File: src/rtl/uart_cmd_pkg.sv
// Shared constants and types for the UART command decoder.
package uart_cmd_pkg;

    localparam int unsigned GAP_CNT_W = 16;

    localparam logic [3:0] OP_CH_SEL  = 4'h1;
    localparam logic [3:0] OP_LAYOUT  = 4'h2;
    localparam logic [3:0] OP_ZOOM    = 4'h3;
    localparam logic [3:0] OP_BRIGHT  = 4'h4;
    localparam logic [3:0] OP_RESTORE = 4'hF;

    localparam logic [3:0] BRIGHT_DEC  = 4'h0;
    localparam logic [3:0] BRIGHT_INC  = 4'h1;
    localparam logic [3:0] RESTORE_KEY = 4'hA;

    localparam logic [3:0] ACK_PREFIX = 4'hA;
    localparam logic [3:0] NAK_PREFIX = 4'hE;

    typedef enum logic [1:0] {
        ACK_IDLE = 2'd0,
        ACK_SEND = 2'd1,
        ACK_GAP  = 2'd2
    } ack_state_t;

    typedef struct packed {
        logic [1:0] ch_sel;
        logic [1:0] layout_mode;
        logic [2:0] zoom_level;
        logic [3:0] brightness;
    } cfg_t;

    // Feedback byte: accept/reject prefix in the high nibble, echoed opcode below.
    function automatic logic [7:0] ack_byte(input logic valid, input logic [3:0] opcode);
        return {(valid ? ACK_PREFIX : NAK_PREFIX), opcode};
    endfunction

endpackage

File: src/rtl/ack_gap_timer.sv
// Down-counter that holds off the next ack strobe for CYCLES clocks after a load.
module ack_gap_timer
    import uart_cmd_pkg::*;
#(
    parameter int unsigned CYCLES = 5000
) (
    input  logic clk,
    input  logic rst,
    input  logic load,
    output logic done_c
);

    // A zero gap would never reach the terminal count, so it is treated as one cycle.
    localparam logic [GAP_CNT_W-1:0] LOAD_VAL =
        (CYCLES == 0) ? GAP_CNT_W'(1) : GAP_CNT_W'(CYCLES);

    logic [GAP_CNT_W-1:0] cnt_q;

    // Load on request, otherwise count down to zero and park there.
    always_ff @(posedge clk) begin
        if (!rst) begin
            cnt_q <= '0;
        end else if (load) begin
            cnt_q <= LOAD_VAL;
        end else if (cnt_q != '0) begin
            cnt_q <= cnt_q - GAP_CNT_W'(1);
        end
    end

    assign done_c = (cnt_q == GAP_CNT_W'(1));

endmodule

File: src/rtl/uart_cmd_decoder.sv
// Decodes UART command nibbles into video config registers and returns an ack byte.
// Optional macro UART_CMD_ACK_EN enables the ack byte/strobe path; without it the
// ack outputs are tied low.
module uart_cmd_decoder
    import uart_cmd_pkg::*;
#(
    parameter int unsigned ACK_GAP_CYCLES = 5000,
    parameter int unsigned BRIGHT_DEFAULT = 8
) (
    input  logic       clk,
    input  logic       rst,
    input  logic [3:0] ctrl_command,
    input  logic [3:0] value_command,
    input  logic       data_ready,
    output logic [1:0] ch_sel,
    output logic [1:0] layout_mode,
    output logic [2:0] zoom_level,
    output logic [3:0] brightness,
    output logic       cfg_update,
    output logic [7:0] ack_data,
    output logic       ack_flag,
    output logic       ack_overrun
);

    localparam cfg_t CFG_RST = '{
        ch_sel:      2'd0,
        layout_mode: 2'd0,
        zoom_level:  3'd0,
        brightness:  4'(BRIGHT_DEFAULT)
    };

    cfg_t cfg_q;
    cfg_t cfg_nxt;
    logic cmd_valid;

    // Decode the presented command into a candidate config and a validity flag.
    always_comb begin
        cfg_nxt   = cfg_q;
        cmd_valid = 1'b0;
        case (ctrl_command)
            OP_CH_SEL: begin
                if (value_command <= 4'd3) begin
                    cfg_nxt.ch_sel = value_command[1:0];
                    cmd_valid      = 1'b1;
                end
            end
            OP_LAYOUT: begin
                if (value_command <= 4'd3) begin
                    cfg_nxt.layout_mode = value_command[1:0];
                    cmd_valid           = 1'b1;
                end
            end
            OP_ZOOM: begin
                if (value_command <= 4'd7) begin
                    cfg_nxt.zoom_level = value_command[2:0];
                    cmd_valid          = 1'b1;
                end
            end
            OP_BRIGHT: begin
                if (value_command == BRIGHT_DEC) begin
                    cmd_valid = 1'b1;
                    if (cfg_q.brightness != 4'd0) begin
                        cfg_nxt.brightness = cfg_q.brightness - 4'd1;
                    end
                end else if (value_command == BRIGHT_INC) begin
                    cmd_valid = 1'b1;
                    if (cfg_q.brightness != 4'd15) begin
                        cfg_nxt.brightness = cfg_q.brightness + 4'd1;
                    end
                end
            end
            OP_RESTORE: begin
                if (value_command == RESTORE_KEY) begin
                    cfg_nxt   = CFG_RST;
                    cmd_valid = 1'b1;
                end
            end
            default: ;
        endcase
    end

    // Config registers update one edge after the strobe; pulse only on a real change.
    always_ff @(posedge clk) begin
        if (!rst) begin
            cfg_q      <= CFG_RST;
            cfg_update <= 1'b0;
        end else begin
            cfg_update <= 1'b0;
            if (data_ready && cmd_valid) begin
                cfg_q      <= cfg_nxt;
                cfg_update <= (cfg_nxt != cfg_q);
            end
        end
    end

    assign ch_sel      = cfg_q.ch_sel;
    assign layout_mode = cfg_q.layout_mode;
    assign zoom_level  = cfg_q.zoom_level;
    assign brightness  = cfg_q.brightness;

`ifdef UART_CMD_ACK_EN

    ack_state_t state_q;
    ack_state_t state_nxt;
    logic       pend_valid_q;
    logic [7:0] pend_data_q;
    logic       consume_c;
    logic       load_c;
    logic       gap_done_c;
    logic       flag_nxt;
    logic [7:0] data_nxt;

    ack_gap_timer #(
        .CYCLES (ACK_GAP_CYCLES)
    ) u_gap_timer (
        .clk    (clk),
        .rst    (rst),
        .load   (load_c),
        .done_c (gap_done_c)
    );

    // Ack state register.
    always_ff @(posedge clk) begin
        if (!rst) begin
            state_q <= ACK_IDLE;
        end else begin
            state_q <= state_nxt;
        end
    end

    // Ack sequencing: take the pending byte, strobe once, then hold off for the gap.
    always_comb begin
        state_nxt = state_q;
        consume_c = 1'b0;
        load_c    = 1'b0;
        flag_nxt  = 1'b0;
        data_nxt  = ack_data;
        case (state_q)
            ACK_IDLE: begin
                if (pend_valid_q) begin
                    state_nxt = ACK_SEND;
                    consume_c = 1'b1;
                    flag_nxt  = 1'b1;
                    data_nxt  = pend_data_q;
                end
            end
            ACK_SEND: begin
                state_nxt = ACK_GAP;
                load_c    = 1'b1;
            end
            ACK_GAP: begin
                if (gap_done_c) begin
                    state_nxt = ACK_IDLE;
                end
            end
            default: state_nxt = ACK_IDLE;
        endcase
    end

    // One-deep pending buffer; a new byte replaces an unsent one and flags the loss.
    always_ff @(posedge clk) begin
        if (!rst) begin
            pend_valid_q <= 1'b0;
            pend_data_q  <= 8'h00;
            ack_data     <= 8'h00;
            ack_flag     <= 1'b0;
            ack_overrun  <= 1'b0;
        end else begin
            ack_data <= data_nxt;
            ack_flag <= flag_nxt;
            if (data_ready) begin
                pend_valid_q <= 1'b1;
                pend_data_q  <= ack_byte(cmd_valid, ctrl_command);
                if (pend_valid_q && !consume_c) begin
                    ack_overrun <= 1'b1;
                end
            end else if (consume_c) begin
                pend_valid_q <= 1'b0;
            end
        end
    end

`else

    assign ack_data    = 8'h00;
    assign ack_flag    = 1'b0;
    assign ack_overrun = 1'b0;

`endif

endmodule

File: config.mk
export PLATFORM = sky130hd
export DESIGN_NAME = uart_cmd_decoder
export DESIGN_NICKNAME = d
export VERILOG_FILES = /design/src/rtl/uart_cmd_pkg.sv /design/src/rtl/ack_gap_timer.sv /design/src/rtl/uart_cmd_decoder.sv
export SDC_FILE = /design/constraint.sdc
export NUM_CORES = 1
export LEC_CHECK = 0
export CORE_ASPECT_RATIO = 0.9
export CORE_MARGIN = 4
export CORE_UTILIZATION = 52
export DETAILED_ROUTE_END_ITERATION = 16
export GPL_ROUTABILITY_DRIVEN = 1
export GPL_TIMING_DRIVEN = 0
export HOLD_SLACK_MARGIN = 0.15
export PLACE_DENSITY = 0.85
export SYNTH_ARGS = -nofsm -noshare
export SYNTH_HDL_FRONTEND = slang
export SYNTH_SLANG_ARGS = --single-unit
File: constraint.sdc
create_clock -name clk -period 3.6 [get_ports clk]
set_input_delay 0.54 -clock clk [delete_from_list [all_inputs] [get_ports clk]]
set_output_delay 0.54 -clock clk [all_outputs]
set_load 0.01 [all_outputs]
==> flow_metrics.py <==
metrics = {
    "global_route": {
        "number_of_antenna_violations_at_the_first_check_in_global_routing": 0,
        "total_global_routing_overflow": 0,
        "grt_pass1_wl_um": 5420,
        "groute.usage.overall": 0.223,
        "grt_start_max_net_pins": 11,
        "first_global_vias": 1156,
    },
    "sta": {
        "maxSlewHeadroom": 0.591,
        "hold_viol": 0,
        "postLayoutSetupSlackWorst_ns": 1.10,
        "finalMaxSlewViolations": 0,
        "min_period_over_period": 0.695,
        "worst-slew-pin-transition_ns": 0.612,
        "timing.final.setup_violations": 0,
        "maxClockFrequency_mhz": 400,
        "setup_total_negative_slack_ns": 0,
        "clock_skew_ns": 0.0107,
        "layout_min_cycle_time_ns": 2.50,
        "grt_setup_unrepaired": "no",
    },
    "yosys": {
        "synth_area_um2": 1200,
        "ys.warnings.count": 0,
        "synth_cell_type_count": 52,
        "ys_seq_area_frac": 0.200,
        "synthFlopType": "sky130_fd_sc_hd__dfxtp_1",
        "postSynthCellCount": 164,
        "async_flop_share": 0,
        "avg_synthesized_cell_area_um2": 7.33,
        "synth_enable_flop_cells": 0,
        "postSynthRegisterBits": 12,
    },
    "worst_setup_path": {
        "crit_path_cell_chain": "clkdlybuf4s50_1 -> clkbuf_1 -> clkbuf_1 -> nand4b_1 -> a21oi_1 -> a2111oi_2 -> a41oi_1",
        "timing.critical_path.to": "cfg_update$_SDFF_PN0_",
        "setup.reg_to_reg.worst_slack_ns": 1.50,
        "critical_path_required_ns": 3.75,
        "cp_top_family": "buffers and inverters",
        "critical_path_class": "input port to flop",
        "critical_path.reg2reg.endpoint": "cfg_update$_SDFF_PN0_",
        "worst_path_largest_cell_delay_ns": 0.51,
        "cp_data_arrival_time_ns": 2.65,
        "most_repeated_library_cell_on_the_critical_path": "sky130_fd_sc_hd__clkbuf_1",
        "nature_of_the_critical_path_startpoint": "input port",
        "ff2ff_path_depth": 7,
        "worst_r2r_startpoint": "brightness[0]$_SDFFE_PN0P_",
        "worst_path_max_delay_cell": "sky130_fd_sc_hd__clkdlybuf4s50_1",
        "setup.worst_path.start": "value_command[0]",
        "critPathMaxFanout": 10,
        "cp_num_cells": 7,
        "worstPathBufferInverterCount": 3,
        "crit_path_end_kind": "flop",
    },
    "route": {
        "route.final.wire_length_um": 3360,
        "drtPass1Iterations": 6,
        "routedWlPerCell_um": 15.0,
        "final_antenna_net_count": 0,
        "dr_total_vias": 1353,
        "detail_route.iter0.violations": 105,
        "viasPerCell": 6.04,
        "drc_errors": 0,
    },
    "layout": {
        "post_route_cells_drive_above_1_share": 0.132,
        "areaGrowthSynthToFinish_pct": 25.3,
        "net_count_reported_at_finish": 211,
        "ant_diodes": 0,
    },
    "cts": {
        "clk_latency_ns": 0.29,
        "cts-htree-levels": 1,
        "cts_inserted_buffers": 3,
        "cts.sinks": 12,
        "cts_max_path_buffers": 2,
        "ctsRootBufferMaster": "sky130_fd_sc_hd__clkbuf_4",
        "ctsResizeCount": 0,
        "clock_tree_from_tritoncts": "yes",
        "post-cts-setup-buffer-count": 0,
        "cts.clk_slew.worst_paths_ns": 0.08,
        "post_cts_hold_buffer_count": 0,
    },
    "placed_design": {
        "gp_congestion": 0.891,
        "placement.io_buffers": 20,
        "dp_hpwl_um": 2470,
        "detailedPlace.worstSlack_ns": 0.868,
    },
    "worst_hold_path": {
        "worstHoldPathType": "flop to flop",
    },
    "run_status": {
        "result_of_the_run": "finished clean",
    },
    "job": {
        "drv_cap": 0,
    },
    "die": {
        "rows": 16,
        "die_footprint_um2": 3150,
        "initial_utilization": 0.551,
        "floorplan.io_pins": 33,
        "die-width_um": 58.7,
        "placeableCoreArea_um2": 2180,
        "fp.dieH_um": 53.6,
    },
    "pwr": {
        "p_leak_uw": 0.000543,
        "vdd_ir_drop_max_mv": 0.173,
        "power.density_nw_per_um2": 212,
    },
}
## metrics by stage
step / area (um2) / utilization / instances / power, uW / hold WS, ns
floorplan: 1240 / - / 173 / 183 / 0.518
global placement: 1470 / 0.674 / 220 / 205 / 0.499
detailed placement: 1470 / 0.674 / 220 / 205 / 0.507
CTS: 1510 / 0.690 / 224 / 319 / 0.524
global route: 1510 / 0.690 / 224 / 334 / 0.582
finish: 1510 / 0.690 / 224 / 320 / 0.526
## worst min-delay path by stage
stage / endpoint / depth (start not counted) / from / slack (ns)
2_1_floorplan: ch_sel[0]$_SDFFE_PN0P_ / 2 / ch_sel[0]$_SDFFE_PN0P_ / 0.52
3_3_place_gp: ch_sel[0]$_SDFFE_PN0P_ / 2 / ch_sel[0]$_SDFFE_PN0P_ / 0.50
3_5_place_dp: ch_sel[0]$_SDFFE_PN0P_ / 2 / ch_sel[0]$_SDFFE_PN0P_ / 0.51
4_1_cts: ch_sel[0]$_SDFFE_PN0P_ / 2 / ch_sel[0]$_SDFFE_PN0P_ / 0.52
5_1_grt: ch_sel[0]$_SDFFE_PN0P_ / 2 / ch_sel[0]$_SDFFE_PN0P_ / 0.58
6_report: ch_sel[0]$_SDFFE_PN0P_ / 2 / ch_sel[0]$_SDFFE_PN0P_ / 0.53
## registers in the layout, indices dropped and copies added (netlist names)
name	flops
layout_mode	2
cfg_update	1
zoom_level	3
brightness	4
ch_sel	2
## power by group
group / switching (uW) / internal, uW / leakage (uW)
registers: 0.128 / 133 / 0.0000966
logic: 41.1 / 30.6 / 0.000425
clock network: 53.9 / 61.7 / 0.0000210
## cell usage after synthesis (all sizes together), types with 2 or more instances
master	number	share of area
nor2	19	0.063
o21ai	19	0.082
a21oi	13	0.054
buf	13	0.082
dfxtp	12	0.20
nand2	9	0.028
clkbuf	6	0.019
nand3	6	0.025
nand2b	5	0.028
a22o	4	0.029
nor3	4	0.017
or3	4	0.021
a32oi	3	0.022
inv	3	0.0094
o22ai	3	0.016
o31ai	3	0.030
a221oi	2	0.015
and2	2	0.010
and3	2	0.010
ha	2	0.021
nand3b	2	0.012
nor2b	2	0.010
nor4	2	0.010
nor4b	2	0.020
o21a	2	0.012
xnor2	2	0.015
## worst reg2reg max path: stages (launching register included)
cell and delay, ns:
sky130_fd_sc_hd__dfxtp_1 0.40, sky130_fd_sc_hd__inv_1 0.11, sky130_fd_sc_hd__ha_1 0.21, sky130_fd_sc_hd__or3b_2 0.50
sky130_fd_sc_hd__o22ai_1 0.26, sky130_fd_sc_hd__nor2_1 0.11, sky130_fd_sc_hd__a2111oi_2 0.24, sky130_fd_sc_hd__a41oi_1 0.15
## cell families (layout without fill, tap and decap cells)
| group | after synthesis | after routing | synth area share |
|---|---|---|---|
| buf+inv | 22 | 46 | 0.110 |
| fa+ha+maj | 2 | 2 | 0.0208 |
| other cells | 1 | 10 | 0.00312 |
| simple gates | 65 | 65 | 0.299 |
| flops | 12 | 12 | 0.200 |
| mux | 1 | 1 | 0.00832 |
| compound gates | 59 | 59 | 0.344 |
| xor+xnor | 2 | 2 | 0.0146 |
## final cells by class
| cell class | instances | area [um2] |
|---|---|---|
| Timing Repair Buffer | 20 | 200 |
| Multi-Input combinational cell | 139 | 863 |
| Inverter | 3 | 11.3 |
| Tap cell | 27 | 33.8 |
| Buffer | 19 | 121 |
| Clock buffer | 4 | 36.3 |
| Fill cell | 186 | 676 |
| Sequential cell | 12 | 240 |
## per-layer routing
| metal | global-route usage | wire length, um | vias up | part of all wire |
|---|---|---|---|---|
| met5 | 0 | 0 | - | 0 |
| met3 | 0.0504 | 410 | 7 | 0.12 |
| met1 | 0.314 | 1490 | 602 | 0.44 |
| met4 | 0.0566 | 48 | 0 | 0.014 |
| li1 | - | - | 661 | - |
| met2 | 0.346 | 1420 | 83 | 0.42 |
## cell usage in the layout, fill, tap and decap left out, types with 3 or more instances in the layout
cell type / synthesis / final
sky130_fd_sc_hd__o21ai_1: 4 / 4
sky130_fd_sc_hd__dfxtp_1: 12 / 12
sky130_fd_sc_hd__o21ai_0: 14 / 14
sky130_fd_sc_hd__clkbuf_4: 0 / 3
sky130_fd_sc_hd__nor3_1: 4 / 4
sky130_fd_sc_hd__nand2_1: 9 / 9
sky130_fd_sc_hd__a21oi_1: 13 / 13
sky130_fd_sc_hd__inv_1: 3 / 3
sky130_fd_sc_hd__nand2b_1: 4 / 4
sky130_fd_sc_hd__clkdlybuf4s50_1: 0 / 20
sky130_fd_sc_hd__or3_1: 4 / 4
sky130_fd_sc_hd__clkbuf_1: 6 / 6
sky130_fd_sc_hd__a22o_1: 4 / 4
sky130_fd_sc_hd__nand3_1: 6 / 6
sky130_fd_sc_hd__nor2_1: 17 / 17
sky130_fd_sc_hd__buf_4: 11 / 11
sky130_fd_sc_hd__o22ai_1: 3 / 3
sky130_fd_sc_hd__a32oi_1: 3 / 3
sky130_fd_sc_hd__conb_1: 1 / 10
Power figures use the tool's default switching activity.
